## config.mk

```make
export PLATFORM = sky130hd
export DESIGN_NAME = spi_master_multi
export DESIGN_NICKNAME = d
export VERILOG_FILES = /design/src/rtl/spi_master_multi_pkg.sv /design/src/rtl/spi_master_multi_shifter.sv /design/src/rtl/spi_master_multi.sv
export SDC_FILE = /design/constraint.sdc
export NUM_CORES = 1
export LEC_CHECK = 0
export ABC_CLOCK_PERIOD_IN_PS = 1800
export BUFFER_PORTS_ARGS = -buffer_cell sky130_fd_sc_hd__buf_2
export CAP_MARGIN = 5
export CORE_UTILIZATION = 52
export CTS_BUF_LIST = sky130_fd_sc_hd__clkbuf_4 sky130_fd_sc_hd__clkbuf_8 sky130_fd_sc_hd__clkbuf_16
export DETAILED_ROUTE_END_ITERATION = 7
export PLACE_DENSITY = 0.77
export SKIP_LAST_GASP = 1
export SLEW_MARGIN = 20
export SYNTH_ARGS = -nofsm -noshare
export SYNTH_HDL_FRONTEND = slang
export SYNTH_SLANG_ARGS = --single-unit
```

## constraint.sdc

```tcl
create_clock -name clock -period 1.8 [get_ports clock]
set_clock_uncertainty 0.05 [all_clocks]
set_input_delay 0.36 -clock clock [delete_from_list [all_inputs] [get_ports clock]]
set_output_delay 0.36 -clock clock [all_outputs]
set_load 0.02 [all_outputs]
```

## src/rtl/spi_master_multi_pkg.sv

```systemverilog
// Shared types for the multi-mode SPI master: FSM state encoding, mode bit
// positions, and the sample/shift edge rule.
package spi_master_multi_pkg;

  typedef enum logic [1:0] {
    ST_IDLE,
    ST_LEAD,
    ST_SHIFT,
    ST_TAIL
  } spiState_t;

  localparam int CPHA_BIT = 0;
  localparam int CPOL_BIT = 1;

  // A clock edge samples MISO when its parity matches CPHA, otherwise it shifts MOSI.
  function automatic logic isSampleEdge(input logic edgeLsb, input logic cphaBit);
    return edgeLsb == cphaBit;
  endfunction

endpackage

```

## src/rtl/spi_master_multi_shifter.sv

```systemverilog
// W-bit shift register: parallel load, serial out on the leading end, serial
// capture on the trailing end, direction fixed by MSB_FIRST.
module spi_shifter
  import spi_master_multi_pkg::*;
#(
  parameter int W         = 8,
  parameter int MSB_FIRST = 1
) (
  input  logic         clock,
  input  logic         reset,
  input  logic         load_i,
  input  logic [W-1:0] loadData_i,
  input  logic         shift_i,
  input  logic         serIn_i,
  output logic         serOut_o,
  output logic [W-1:0] data_o
);

  logic [W-1:0] data_q;
  logic [W-1:0] data_d;

  always_comb begin
    data_d = data_q;
    if (load_i) begin
      data_d = loadData_i;
    end else if (shift_i) begin
      data_d = (MSB_FIRST != 0) ? {data_q[W-2:0], serIn_i} : {serIn_i, data_q[W-1:1]};
    end
  end

  always_ff @(posedge clock) begin
    if (!reset) begin
      data_q <= '0;
    end else begin
      data_q <= data_d;
    end
  end

  assign serOut_o = (MSB_FIRST != 0) ? data_q[W-1] : data_q[0];
  assign data_o   = data_q;

endmodule

```

## src/rtl/spi_master_multi.sv

```systemverilog
// Step-paced SPI master with runtime CPOL/CPHA, N chip selects and MSB/LSB order.
// Define SPI_MASTER_BURST_EN to keep CS asserted across back-to-back matching words.
module spi_master_multi
  import spi_master_multi_pkg::*;
#(
  parameter int W         = 8,
  parameter int N         = 1,
  parameter int MSB_FIRST = 1,
  localparam int SW       = (N > 1) ? $clog2(N) : 1
) (
  input  logic          clock,
  input  logic          reset,
  input  logic          step,
  input  logic [W-1:0]  in,
  output logic          get,
  input  logic          empty,
  input  logic [SW-1:0] sel,
  input  logic          cpol,
  input  logic          cpha,
  output logic [W-1:0]  out,
  output logic          put,
  output logic [N-1:0]  spi_cs_n,
  output logic          spi_clock,
  output logic          spi_mosi,
  input  logic          spi_miso
);

  localparam int CW = $clog2(2 * W);
  localparam logic [CW-1:0] LAST_EDGE = CW'(2 * W - 1);

  spiState_t     state_q;
  logic [CW-1:0] edgeCnt_q;
  logic [1:0]    mode_q;
  logic          get_q;
  logic          put_q;
  logic [W-1:0]  out_q;
  logic [N-1:0]  csN_q;
  logic          sclk_q;
  logic          mosi_q;

  logic [N-1:0]  csSel;
  logic          sampleEdge;
  logic          shiftNow;
  logic          loadNow;
  logic          burstOk;
  logic          firstBit;
  logic          serOut;
  logic [W-1:0]  rxWord;

  // Out-of-range selects leave every line deasserted but the word still runs.
  always_comb begin
    csSel = '1;
    for (int i = 0; i < N; i++) begin
      if (sel == SW'(i)) csSel[i] = 1'b0;
    end
  end

`ifdef SPI_MASTER_BURST_EN
  logic [SW-1:0] sel_q;
  assign burstOk = !empty && (sel == sel_q) &&
                   (cpol == mode_q[CPOL_BIT]) && (cpha == mode_q[CPHA_BIT]);
`else
  assign burstOk = 1'b0;
`endif

  assign sampleEdge = isSampleEdge(edgeCnt_q[0], mode_q[CPHA_BIT]);
  assign shiftNow   = step && ((state_q == ST_LEAD) || (state_q == ST_SHIFT)) && sampleEdge;
  assign loadNow    = step && !empty &&
                      ((state_q == ST_IDLE) || ((state_q == ST_TAIL) && burstOk));
  assign firstBit   = (MSB_FIRST != 0) ? in[W-1] : in[0];

  spi_shifter #(.W(W), .MSB_FIRST(MSB_FIRST)) uShifter (
    .clock      (clock),
    .reset      (reset),
    .load_i     (loadNow),
    .loadData_i (in),
    .shift_i    (shiftNow),
    .serIn_i    (spi_miso),
    .serOut_o   (serOut),
    .data_o     (rxWord)
  );

  always_ff @(posedge clock) begin
    if (!reset) begin
      state_q   <= ST_IDLE;
      edgeCnt_q <= '0;
      mode_q    <= '0;
      get_q     <= 1'b0;
      put_q     <= 1'b0;
      out_q     <= '0;
      csN_q     <= '1;
      sclk_q    <= 1'b0;
      mosi_q    <= 1'b0;
`ifdef SPI_MASTER_BURST_EN
      sel_q     <= '0;
`endif
    end else begin
      get_q <= 1'b0;
      put_q <= 1'b0;
      if (step) begin
        unique case (state_q)
          ST_IDLE: sclk_q <= mode_q[CPOL_BIT];
          ST_LEAD, ST_SHIFT: begin
            sclk_q <= ~sclk_q;
            if (!sampleEdge) mosi_q <= serOut;
            if (edgeCnt_q == LAST_EDGE) begin
              state_q <= ST_TAIL;
            end else begin
              edgeCnt_q <= edgeCnt_q + 1'b1;
              state_q   <= ST_SHIFT;
            end
          end
          ST_TAIL: begin
            put_q   <= 1'b1;
            out_q   <= rxWord;
            csN_q   <= '1;
            mosi_q  <= 1'b0;
            state_q <= ST_IDLE;
          end
          default: state_q <= ST_IDLE;
        endcase
      end
      // A load (fresh or burst) overrides whatever the step above scheduled.
      if (loadNow) begin
        get_q            <= 1'b1;
        mode_q[CPOL_BIT] <= cpol;
        mode_q[CPHA_BIT] <= cpha;
        csN_q            <= csSel;
        sclk_q           <= cpol;
        mosi_q           <= cpha ? 1'b0 : firstBit;
        edgeCnt_q        <= '0;
        state_q          <= ST_LEAD;
`ifdef SPI_MASTER_BURST_EN
        sel_q            <= sel;
`endif
      end
    end
  end

  assign get       = get_q;
  assign put       = put_q;
  assign out       = out_q;
  assign spi_cs_n  = csN_q;
  assign spi_clock = sclk_q;
  assign spi_mosi  = mosi_q;

endmodule

```

==> results.sh <==
export IMPL_grt_overflow_total=0
export IMPL_first_iter_violations=55
export IMPL_postSynthRegisterBits=29
export IMPL_hpwl_mm=1.996
export IMPL_worstMarginPinSlew_ns=0.5175
export IMPL_core_rowCount=17
export IMPL_fraction_of_final_layout_cells_with_drive_strength_greater_than_1_pct=23.53
export IMPL_mappedNetlistArea_um2=1324
export IMPL_timing_slew_headroom_pct=65.50
export IMPL_worst_r2r_startpoint="state_q[1]$_SDFFE_PP0P_"
export IMPL_clock_sinks=29
export IMPL_clock_fmax_mhz=613.7
export IMPL_power_mw=1.277
export IMPL_dieArea_um2=2752
export IMPL_number_of_antenna_violations_at_the_first_check_in_global_routing=0
export IMPL_cp_startpoint="state_q[1]$_SDFFE_PP0P_"
export IMPL_final_period_utilization_pct=90.52
export IMPL_synth_seq_area_share_pct=43.86
export IMPL_antenna_violating_nets_post_route=0
export IMPL_synth_most_common_cell="sky130_fd_sc_hd__dfxtp_1"
export IMPL_vias_in_the_first_global_route=1088
export IMPL_beginning_of_the_worst_hold_path="cpha"
export IMPL_pin_count_of_the_biggest_net_entering_global_routing=15
export IMPL_main_combinational_cell_family_by_area_after_synthesis="compound AO/OA/AOI/OAI gates"
export IMPL_port_buffer_count=28
export IMPL_post_synth_fa_ha_maj_area_fraction_pct=4.726
export IMPL_route_detailed_drc=0
export IMPL_synth_xor_xnor_area_share_pct=2.457
export IMPL_critical_path_slowest_cell="sky130_fd_sc_hd__dfxtp_1"
export IMPL_maximum_vdd_drop_mv=0.5927
export IMPL_setup_worst_path_class="flip-flop to flip-flop"
export IMPL_setup_viol_count_final=0
export IMPL_routedWlPerCell_um=13.27
export IMPL_h_tree_depth=2
export IMPL_start_util_pct=57.63
export IMPL_power_leakage_nw=0.5973
export IMPL_clock_path_buffers=2
export IMPL_synthDominantAreaCellType="sky130_fd_sc_hd__dfxtp_1"
export IMPL_maxSlewViolCount=0
export IMPL_dpl_cell_count=207
export IMPL_wire_length_of_the_first_global_routing_pass_mm=4.761
export IMPL_endpoint_kind="flip-flop"
export IMPL_synth_top_cells_by_count="29 x sky130_fd_sc_hd__dfxtp_1, 26 x sky130_fd_sc_hd__a21oi_1, 24 x sky130_fd_sc_hd__nand2_1"
export IMPL_total_nets_after_synthesis=179
export IMPL_power_density_nw_per_um2=844.6
export IMPL_post_dp_cell_area_um2=1453
export IMPL_drt_total_wl_mm=2.853
export IMPL_fin_setup_tns_ns=0
export IMPL_clk_pin_slew_ns=0.10
export IMPL_drv_cap=0
export IMPL_vias=1200
export IMPL_clock_root_buffer="sky130_fd_sc_hd__clkbuf_4"
export IMPL_cts_tree="yes"
export IMPL_design_portCount=29
export IMPL_netlist_instances=158
export IMPL_crit_path_start_kind="flip-flop"
export IMPL_timing_final_hold_violations=0
export IMPL_post_cts_buffers=0
export IMPL_timing_critical_path_arrival_ns=1.82
export IMPL_worst_path_max_fanout=8
export IMPL_gr_usage_all_layers_pct=24.27
export IMPL_grt_setup_unrepaired="no"
export IMPL_syn2layout_area_growth_pct=14.18
export IMPL_ys_top_cells_by_area="sky130_fd_sc_hd__dfxtp_1 44%, sky130_fd_sc_hd__a21oi_1 9.8%, sky130_fd_sc_hd__o21ai_0 7.9%, sky130_fd_sc_hd__nand2_1 6.8%, sky130_fd_sc_hd__ha_1 4.7%"
export IMPL_worstPathRequired_ns=1.99
export IMPL_layout_core_utilization_pct=65.80
export IMPL_outcome="finished clean"
export IMPL_avgViaCountPerCell=5.581
export IMPL_fin_cells=215
export IMPL_antenna_diode_count=0
export IMPL_muxShareOfSynthArea_pct=0
export IMPL_cts_buffers=5
export IMPL_max_stage_delay_ns=0.39
export IMPL_fin_area_um2=1511
export IMPL_worst_skew_late_latency_ns=0.34
export IMPL_syn_mean_instance_area_um2=8.378
export IMPL_synth_async_sr_flop_share_pct=0
export IMPL_gp_congestion=0.8337
export IMPL_total_of_warnings_raised_by_yosys=0
export IMPL_worstHoldPathType="primary input to flip-flop"
export IMPL_time_the_worst_path_needs_with_i_o_delays_and_setup_ns=1.629
export IMPL_synth_edf_count=0
export IMPL_synth_compound_area_share_pct=24.95
export IMPL_synthFlopType="sky130_fd_sc_hd__dfxtp_1"
export IMPL_number_of_nets_in_the_layout=207
export IMPL_detail_route_first_pass_iterations=4
export IMPL_netlist_area_leader_share_pct=43.86
export IMPL_sequence_of_cells_on_the_critical_path="inv_1, ha_2, nand2_1, buf_4, o21ai_0, a21oi_1"
export IMPL_post_synth_and_or_nand_nor_area_fraction_pct=18.53
export IMPL_synth_distinct_cells=28
export IMPL_core_area_um2=2297
export IMPL_die_h_um=52.46
export IMPL_fp_dieW_um=52.46
[what timing repair did]
| item | in CTS | in global routing |
|---|---|---|
| setup endpoints to repair | 0 | 3 |
| resized for setup | 0 | 2 |
| hold buffers | 0 | 0 |
[kinds of logic (layout without fill, tap and decap cells)]
| logic type | after synthesis | after routing |
|---|---|---|
| AOI/OAI and AO/OA | 60 | 60 |
| adders and majority gates | 5 | 5 |
| xor gates and xnor gates | 2 | 2 |
| DFF | 29 | 29 |
| buffers and inverters | 12 | 41 |
| and+or+nand+nor | 50 | 50 |
[power breakdown]
group | total (mW) | leakage (nW) | internal (mW) | switching, mW
logic | 0.181 | 0.330 | 0.0717 | 0.109
registers | 0.698 | 0.236 | 0.672 | 0.0257
clock network | 0.398 | 0.0310 | 0.147 | 0.251
[cells in the final DEF, fill, tap and decap left out, types with 2 or more instances in the layout]
cell type,instances
sky130_fd_sc_hd__a211oi_1,2
sky130_fd_sc_hd__clkbuf_4,5
sky130_fd_sc_hd__a31oi_1,9
sky130_fd_sc_hd__ha_1,4
sky130_fd_sc_hd__inv_1,3
sky130_fd_sc_hd__dfxtp_1,29
sky130_fd_sc_hd__nand2_1,24
sky130_fd_sc_hd__nand3b_1,2
sky130_fd_sc_hd__nand3_1,3
sky130_fd_sc_hd__buf_4,2
sky130_fd_sc_hd__nor2b_1,5
sky130_fd_sc_hd__buf_2,28
sky130_fd_sc_hd__o21ai_0,21
sky130_fd_sc_hd__nor2_1,5
sky130_fd_sc_hd__clkinv_2,2
sky130_fd_sc_hd__or3_1,3
sky130_fd_sc_hd__a21oi_1,26
[through the flow]
| stage | hold slack, ns | worst slack, ns |
|---|---|---|
| floorplan | 0.3818 | 0.3102 |
| CTS | 0.2263 | 0.1006 |
| detailed placement | 0.3932 | 0.1156 |
| global route | 0.2208 | 0.01196 |
| finish | 0.2271 | 0.1706 |
| global placement | 0.3901 | 0.2099 |
[routing by layer]
metal	vias up	GRT usage [%]	routed length, um
met5	-	0	0
met4	0	15.35	49
met3	6	6.087	168
met2	44	37.34	1289
met1	541	29.87	1344
li1	609	-	-
[area by class of cell]
cell class / count / area (um^2)
repair buffers: 30 / 155.1
inverters: 3 / 11.26
fillers: 205 / 785.8
flip-flops and latches: 29 / 580.6
clock buffers: 5 / 37.54
clock inverters: 3 / 17.52
well taps: 28 / 35.03
multi-input cells: 117 / 674.4
[sequential cells by signal (all words and copies together), names as in the netlist]
register,cells
out,8
uShifter.data_o,8
edgeCnt_q,4
mode_q,2
state_q,2
get,1
put,1
spi_clock,1
spi_cs_n,1
spi_mosi,1
[critical path: cells and delay by family, from the launching register on]
family,cells,cell delay [ns]
buffers and inverters,2,0.28
and+or+nand+nor,1,0.15
AOI/OAI and AO/OA,2,0.28
DFF,1,0.39
adders and majority gates,1,0.38
[path summary, 6_finish.rpt]
kind	cells after the start	endpoint	slack (ns)
worst min-delay path	3	mode_q[0]$_SDFFE_PN0P_	0.23
worst min register to register	2	out[1]$_SDFFE_PN0P_	0.41
worst max-delay path	6	uShifter.data_o[1]$_SDFFE_PN0P_	0.17
worst max register to register	6	uShifter.data_o[1]$_SDFFE_PN0P_	0.17
(Power assumes the default switching activity.)
